==> src/rtl/mask_arb_pkg.sv <==
// Shared types and helpers for the mask_arb round-robin arbiter.
package mask_arb_pkg;

  typedef enum logic {IDLE, GRANT} state_t;

  // Minimum-1 clog2 rule used for the grant index width.
  function automatic int idx_w(input int w);
    return (w <= 1) ? 1 : $clog2(w);
  endfunction

  // Reset pointer position: the top requester, so index 0 has priority first.
  function automatic int rst_ptr_pos(input int w);
    return w - 1;
  endfunction

  function automatic logic [63:0] lsb_onehot(input logic [63:0] v);
    return v & (~v + 64'd1);
  endfunction

  function automatic logic [5:0] onehot_enc(input logic [63:0] v);
    logic [5:0] r;
    r = '0;
    for (int i = 0; i < 64; i++)
      if (v[i]) r = r | 6'(i);
    return r;
  endfunction

endpackage

==> src/rtl/mask_arb_sel.sv <==
// Combinational round-robin pick: lowest request strictly above ptr, else lowest overall.
module mask_arb_sel
  import mask_arb_pkg::*;
#(
  parameter int W     = 4,
  parameter int IDX_W = idx_w(W)
) (
  input  logic [W-1:0]     i_req,
  input  logic [W-1:0]     ptr,
  output logic [W-1:0]     pick,
  output logic [IDX_W-1:0] pick_idx,
  output logic             pick_vld
);

  logic [63:0] req64, ptr64, above, hi, pick64;

  always_comb begin
    req64  = 64'(i_req);
    ptr64  = 64'(ptr);
    // One-hot ptr: everything at or below the ptr bit is cleared.
    above  = ~(ptr64 | (ptr64 - 64'd1));
    hi     = req64 & above;
    pick64 = lsb_onehot((hi != '0) ? hi : req64);
  end

  assign pick     = pick64[W-1:0];
  assign pick_idx = IDX_W'(onehot_enc(pick64));
  assign pick_vld = |i_req;

endmodule

==> src/rtl/mask_arb.sv <==
// Round-robin arbiter with sticky registered grant and last-winner pointer.
// Optional burst lock on i_lock is compiled in with MASK_ARB_LOCK_EN.
module mask_arb
  import mask_arb_pkg::*;
#(
  parameter  int W     = 4,
  localparam int IDX_W = idx_w(W)
) (
  input  logic             clk,
  input  logic             arst,
  input  logic [W-1:0]     i_req,
  input  logic             i_lock,
  input  logic             i_ack,
  output logic             o_gnt_vld,
  output logic [W-1:0]     o_gnt,
  output logic [IDX_W-1:0] o_gnt_idx
);

  localparam logic [W-1:0] PTR_RST = W'(1) << rst_ptr_pos(W);

  state_t             state, state_nxt;
  logic [W-1:0]       ptr, ptr_nxt, gnt_r, gnt_nxt, sel_ptr, pick;
  logic [IDX_W-1:0]   idx_r, idx_nxt, pick_idx;
  logic               pick_vld, lock_hold;

`ifdef MASK_ARB_LOCK_EN
  assign lock_hold = i_lock && ((gnt_r & i_req) != '0);
`else
  logic unused_lock;
  assign unused_lock = i_lock;
  assign lock_hold   = 1'b0;
`endif

  // While granting, re-arbitration sees the pointer as if already advanced to gnt_r.
  assign sel_ptr = (state == GRANT) ? gnt_r : ptr;

  mask_arb_sel #(.W(W), .IDX_W(IDX_W)) u_sel (
    .i_req    (i_req),
    .ptr      (sel_ptr),
    .pick     (pick),
    .pick_idx (pick_idx),
    .pick_vld (pick_vld)
  );

  always_comb begin
    state_nxt = state;
    ptr_nxt   = ptr;
    gnt_nxt   = gnt_r;
    idx_nxt   = idx_r;
    case (state)
      IDLE: begin
        if (pick_vld) begin
          gnt_nxt   = pick;
          idx_nxt   = pick_idx;
          state_nxt = GRANT;
        end
      end
      GRANT: begin
        if (i_ack && !lock_hold) begin
          ptr_nxt = gnt_r;
          if (pick_vld) begin
            gnt_nxt = pick;
            idx_nxt = pick_idx;
          end else begin
            gnt_nxt   = '0;
            idx_nxt   = '0;
            state_nxt = IDLE;
          end
        end
      end
      default: state_nxt = IDLE;
    endcase
  end

  always_ff @(posedge clk or posedge arst) begin
    if (arst) begin
      state <= IDLE;
      ptr   <= PTR_RST;
      gnt_r <= '0;
      idx_r <= '0;
    end else begin
      state <= state_nxt;
      ptr   <= ptr_nxt;
      gnt_r <= gnt_nxt;
      idx_r <= idx_nxt;
    end
  end

  assign o_gnt_vld = (state == GRANT);
  assign o_gnt     = gnt_r;
  assign o_gnt_idx = idx_r;

endmodule

==> config.mk <==
export PLATFORM = sky130hd
export DESIGN_NAME = mask_arb
export DESIGN_NICKNAME = d
export VERILOG_FILES = /design/src/rtl/mask_arb_pkg.sv /design/src/rtl/mask_arb_sel.sv /design/src/rtl/mask_arb.sv
export SDC_FILE = /design/constraint.sdc
export NUM_CORES = 1
export LEC_CHECK = 0
export ABC_CLOCK_PERIOD_IN_PS = 1700
export BUFFER_PORTS_ARGS = -buffer_cell sky130_fd_sc_hd__buf_2
export CELL_PAD_IN_SITES_DETAIL_PLACEMENT = 0
export CELL_PAD_IN_SITES_GLOBAL_PLACEMENT = 1
export CORE_UTILIZATION = 41
export CTS_BUF_LIST = sky130_fd_sc_hd__clkbuf_4
export CTS_CLUSTER_SIZE = 14
export DETAILED_ROUTE_END_ITERATION = 7
export MAX_ROUTING_LAYER = met4
export PLACE_DENSITY_LB_ADDON = 0.08
export SETUP_SLACK_MARGIN = 0.3
export SYNTH_ARGS = -nofsm -noshare
export SYNTH_HDL_FRONTEND = slang
export SYNTH_SLANG_ARGS = --single-unit
==> constraint.sdc <==
create_clock -name clk -period 1.7 [get_ports clk]
set_input_delay 0.34 -clock clk [delete_from_list [all_inputs] [get_ports clk]]
set_output_delay 0.34 -clock clk [all_outputs]
set_load 0.01 [all_outputs]
==> flow_metrics.tcl <==
set metrics [dict create \
    outcome "finished, final reports clean" \
    grt_max_degree 12 \
    critPathLaunchType "flop" \
    hold_viol_final 0 \
    leakage_nw 0.433 \
    clockBufferDepth 2 \
    reg2reg_depth 6 \
    grt_remaining_overflow 0 \
    p_per_area_nw_per_um2 1050 \
    placed_area_um2 793 \
    rows 14 \
    worst_ir_drop_vdd_uv 610 \
    ys.flop_type "dfrtp_1" \
    finalSetupTns_ns 0 \
    hpwlAfterDp_um 1130 \
    layout_common_cells "buf_4 (15), nand2_1 (13), buf_2 (13), dfrtp_1 (9)" \
    p_switching_mw 0.318 \
    required_ns 1.90 \
    drt_pre_antenna_iters 4 \
    ys_seq_area_share_pct 42.0 \
    wl_per_cell_um 14.0 \
    routed-via-count 582 \
    root_buffer "clkbuf_4" \
    endpoint "o_gnt[0]$_DFFE_PP0P_" \
    finalSetupViolations 0 \
    reg2reg_from "o_gnt_vld$_DFFE_PP0P_" \
    antenna_cells 0 \
    syn-cell-area_um2 658 \
    yosys.area.top_type_share_pct 38.0 \
    yosysUniqueCellTypes 27 \
    drc_errors 0 \
    ant_nets 0 \
    post-route-period-util_pct 95.3 \
    pin_count 15 \
    antenna_found_initial 0 \
    critPathCaptureType "flop" \
    intPower_mw 0.632 \
    cap_viol_max_count 0 \
    setup.worst_path.start "o_gnt_vld$_DFFE_PP0P_" \
    dr.first_iter.drc_count 6 \
    ys_top_cells_by_area "dfrtp_1 (38%), nand2_1 (8.0%), mux2_2 (6.8%), dfstp_2 (4.0%), nor3b_2 (3.8%)" \
    critPathKind "reg2reg" \
    wl_um 1540 \
    switching_share_pct 33.5 \
    initial_core_util_pct 43.7 \
    max_clock_freq_ghz 0.617 \
    cp.arrival_ns 1.82 \
    dieArea_um2 1770 \
    p_comb_share_pct 40.1 \
    drive_gt1_share_pct 56.4 \
    instances_no_fill 110 \
    r2r_end "o_gnt[0]$_DFFE_PP0P_" \
    worst_skew_pair.late_latency_ns 0.27 \
    tritoncts "yes" \
    port_buffers 13 \
    period_needed_ns 1.62 \
    clkTransAtPathRegs_ns 0.07 \
    viasPerCell 5.29 \
    final_area_um2 905 \
    grt_pass1_vias 581 \
    cts.sinks 11 \
    yosysTopAreaCell "dfrtp_1" \
    hp-class "in2async" \
    skew_ns 0.00575 \
    die_w_um 42.1 \
    synth_area_per_cell_um2 10.4 \
    syn_nets 71 \
    async_reset_ff_share_pct 100 \
    finalMaxSlewViolations 0 \
    max_slew_margin_pct 70.1 \
    htreeDepth 1 \
    dp.cells 98 \
    core_area_um2 1510 \
    rsz0062_at_grt "yes" \
    p_clk_share_pct 20.4 \
    tightest_slew_ns 0.448 \
    grtUsageTotal_pct 20.1 \
    die_h_um 42.1 \
    synthToLayoutAreaGrowth_pct 37.5 \
    yosysWarnings 0 \
    grt_pass1_wl_um 2580 \
    crit_path_max_fanout 7 \
    syn_inst 63 \
    gp_congestion 0.881 \
    synth_seq_cells 11 \
    r2r_slack_ns 0.08 \
    synth_edf_count 0 \
    finalNetCount 103 \
    seq_power_share_pct 39.6 \
    numCtsBuffers 3 \
    final_common_cell "buf_4" \
]
[how the worst min path moves through the flow]
stage | end | from | cells past startpoint
after floorplan | o_gnt[0]$_DFFE_PP0P_ | arst | 1
after global placement | o_gnt[0]$_DFFE_PP0P_ | arst | 2
after detailed placement | o_gnt[0]$_DFFE_PP0P_ | arst | 2
after CTS | o_gnt_idx[1]$_DFFE_PP0P_ | arst | 2
after global routing | o_gnt[0]$_DFFE_PP0P_ | arst | 2
final | o_gnt[0]$_DFFE_PP0P_ | arst | 2
[Yosys cell counts, types with 2 or more instances]
cell       n
nand4b_1   2
nor2_1     4
inv_1      3
o31ai_2    2
nor3b_2    2
nand2_1   14
mux2_2     4
o21ai_2    2
nand2b_1   2
dfrtp_1   10
o21ai_1    2
[power groups by stage]
stage,sequential (mW),combinational [mW],clock (mW)
after CTS,0.375,0.372,0.204
after floorplan,0.398,0.185,0
after global placement,0.381,0.325,0
after detailed placement,0.383,0.327,0
after global routing,0.386,0.411,0.218
final,0.376,0.381,0.194
[registers in the layout, indices dropped and copies added, names as in the netlist]
name and cells:
o_gnt 4, o_gnt_idx 2, o_gnt_vld 1, ptr 4
[layer usage]
layer | part of all wire, % | vias up | global-route usage (%)
met2 | 46 | 10 | 30.3
met3 | 3.3 | 4 | 4.31
met4 | 2.0 | 0 | 11.3
li1 | - | 292 | -
met1 | 49 | 276 | 25.3
met5 | 0 | - | -
[area by class of cell]
type / count / area (um^2)
Tap cell: 16 / 20.0
Multi-Input combinational cell: 48 / 388
Sequential cell: 11 / 278
Clock buffer: 4 / 30.0
Fill cell: 146 / 602
Inverter: 3 / 11.3
Timing Repair Buffer: 28 / 178
[what timing repair did]
action	4_1_cts	5_1_grt
endpoints found under the setup margin	7	9
pin swaps	3	3
buffers inserted	7	1
hold buffers	0	0
resized for setup	5	2
[kinds of logic (layout without fill, tap and decap cells)]
logic type             after synthesis  count (layout)  synth area share [%]
and+or+nand+nor                     28              28                  23.4
AOI/OAI and AO/OA                   14              14                  19.4
DFF                                 11              11                  42.0
muxes                                6               6                  11.8
buffers and inverters                4              35                  3.42
[worst max-delay path, stage by stage (launching register included)]
cell	delay, ns
dfrtp_2	0.46
or4_4	0.51
o31ai_4	0.09
o211ai_1	0.13
buf_4	0.16
buf_4	0.12
o21ai_2	0.09
[stage by stage]
stage / worst slack (ns) / util [%] / power (mW) / hold WS (ns)
after floorplan: 0.184 / - / 0.583 / 0.192
after global placement: -0.0216 / 52.7 / 0.705 / 0.359
after detailed placement: -0.0338 / 52.7 / 0.709 / 0.367
after CTS: 0.0459 / 59.1 / 0.952 / 0.0707
after global routing: 0.0315 / 60.0 / 1.02 / 0.0974
final: 0.0800 / 60.0 / 0.950 / 0.0599
(Power assumes the default switching activity.)
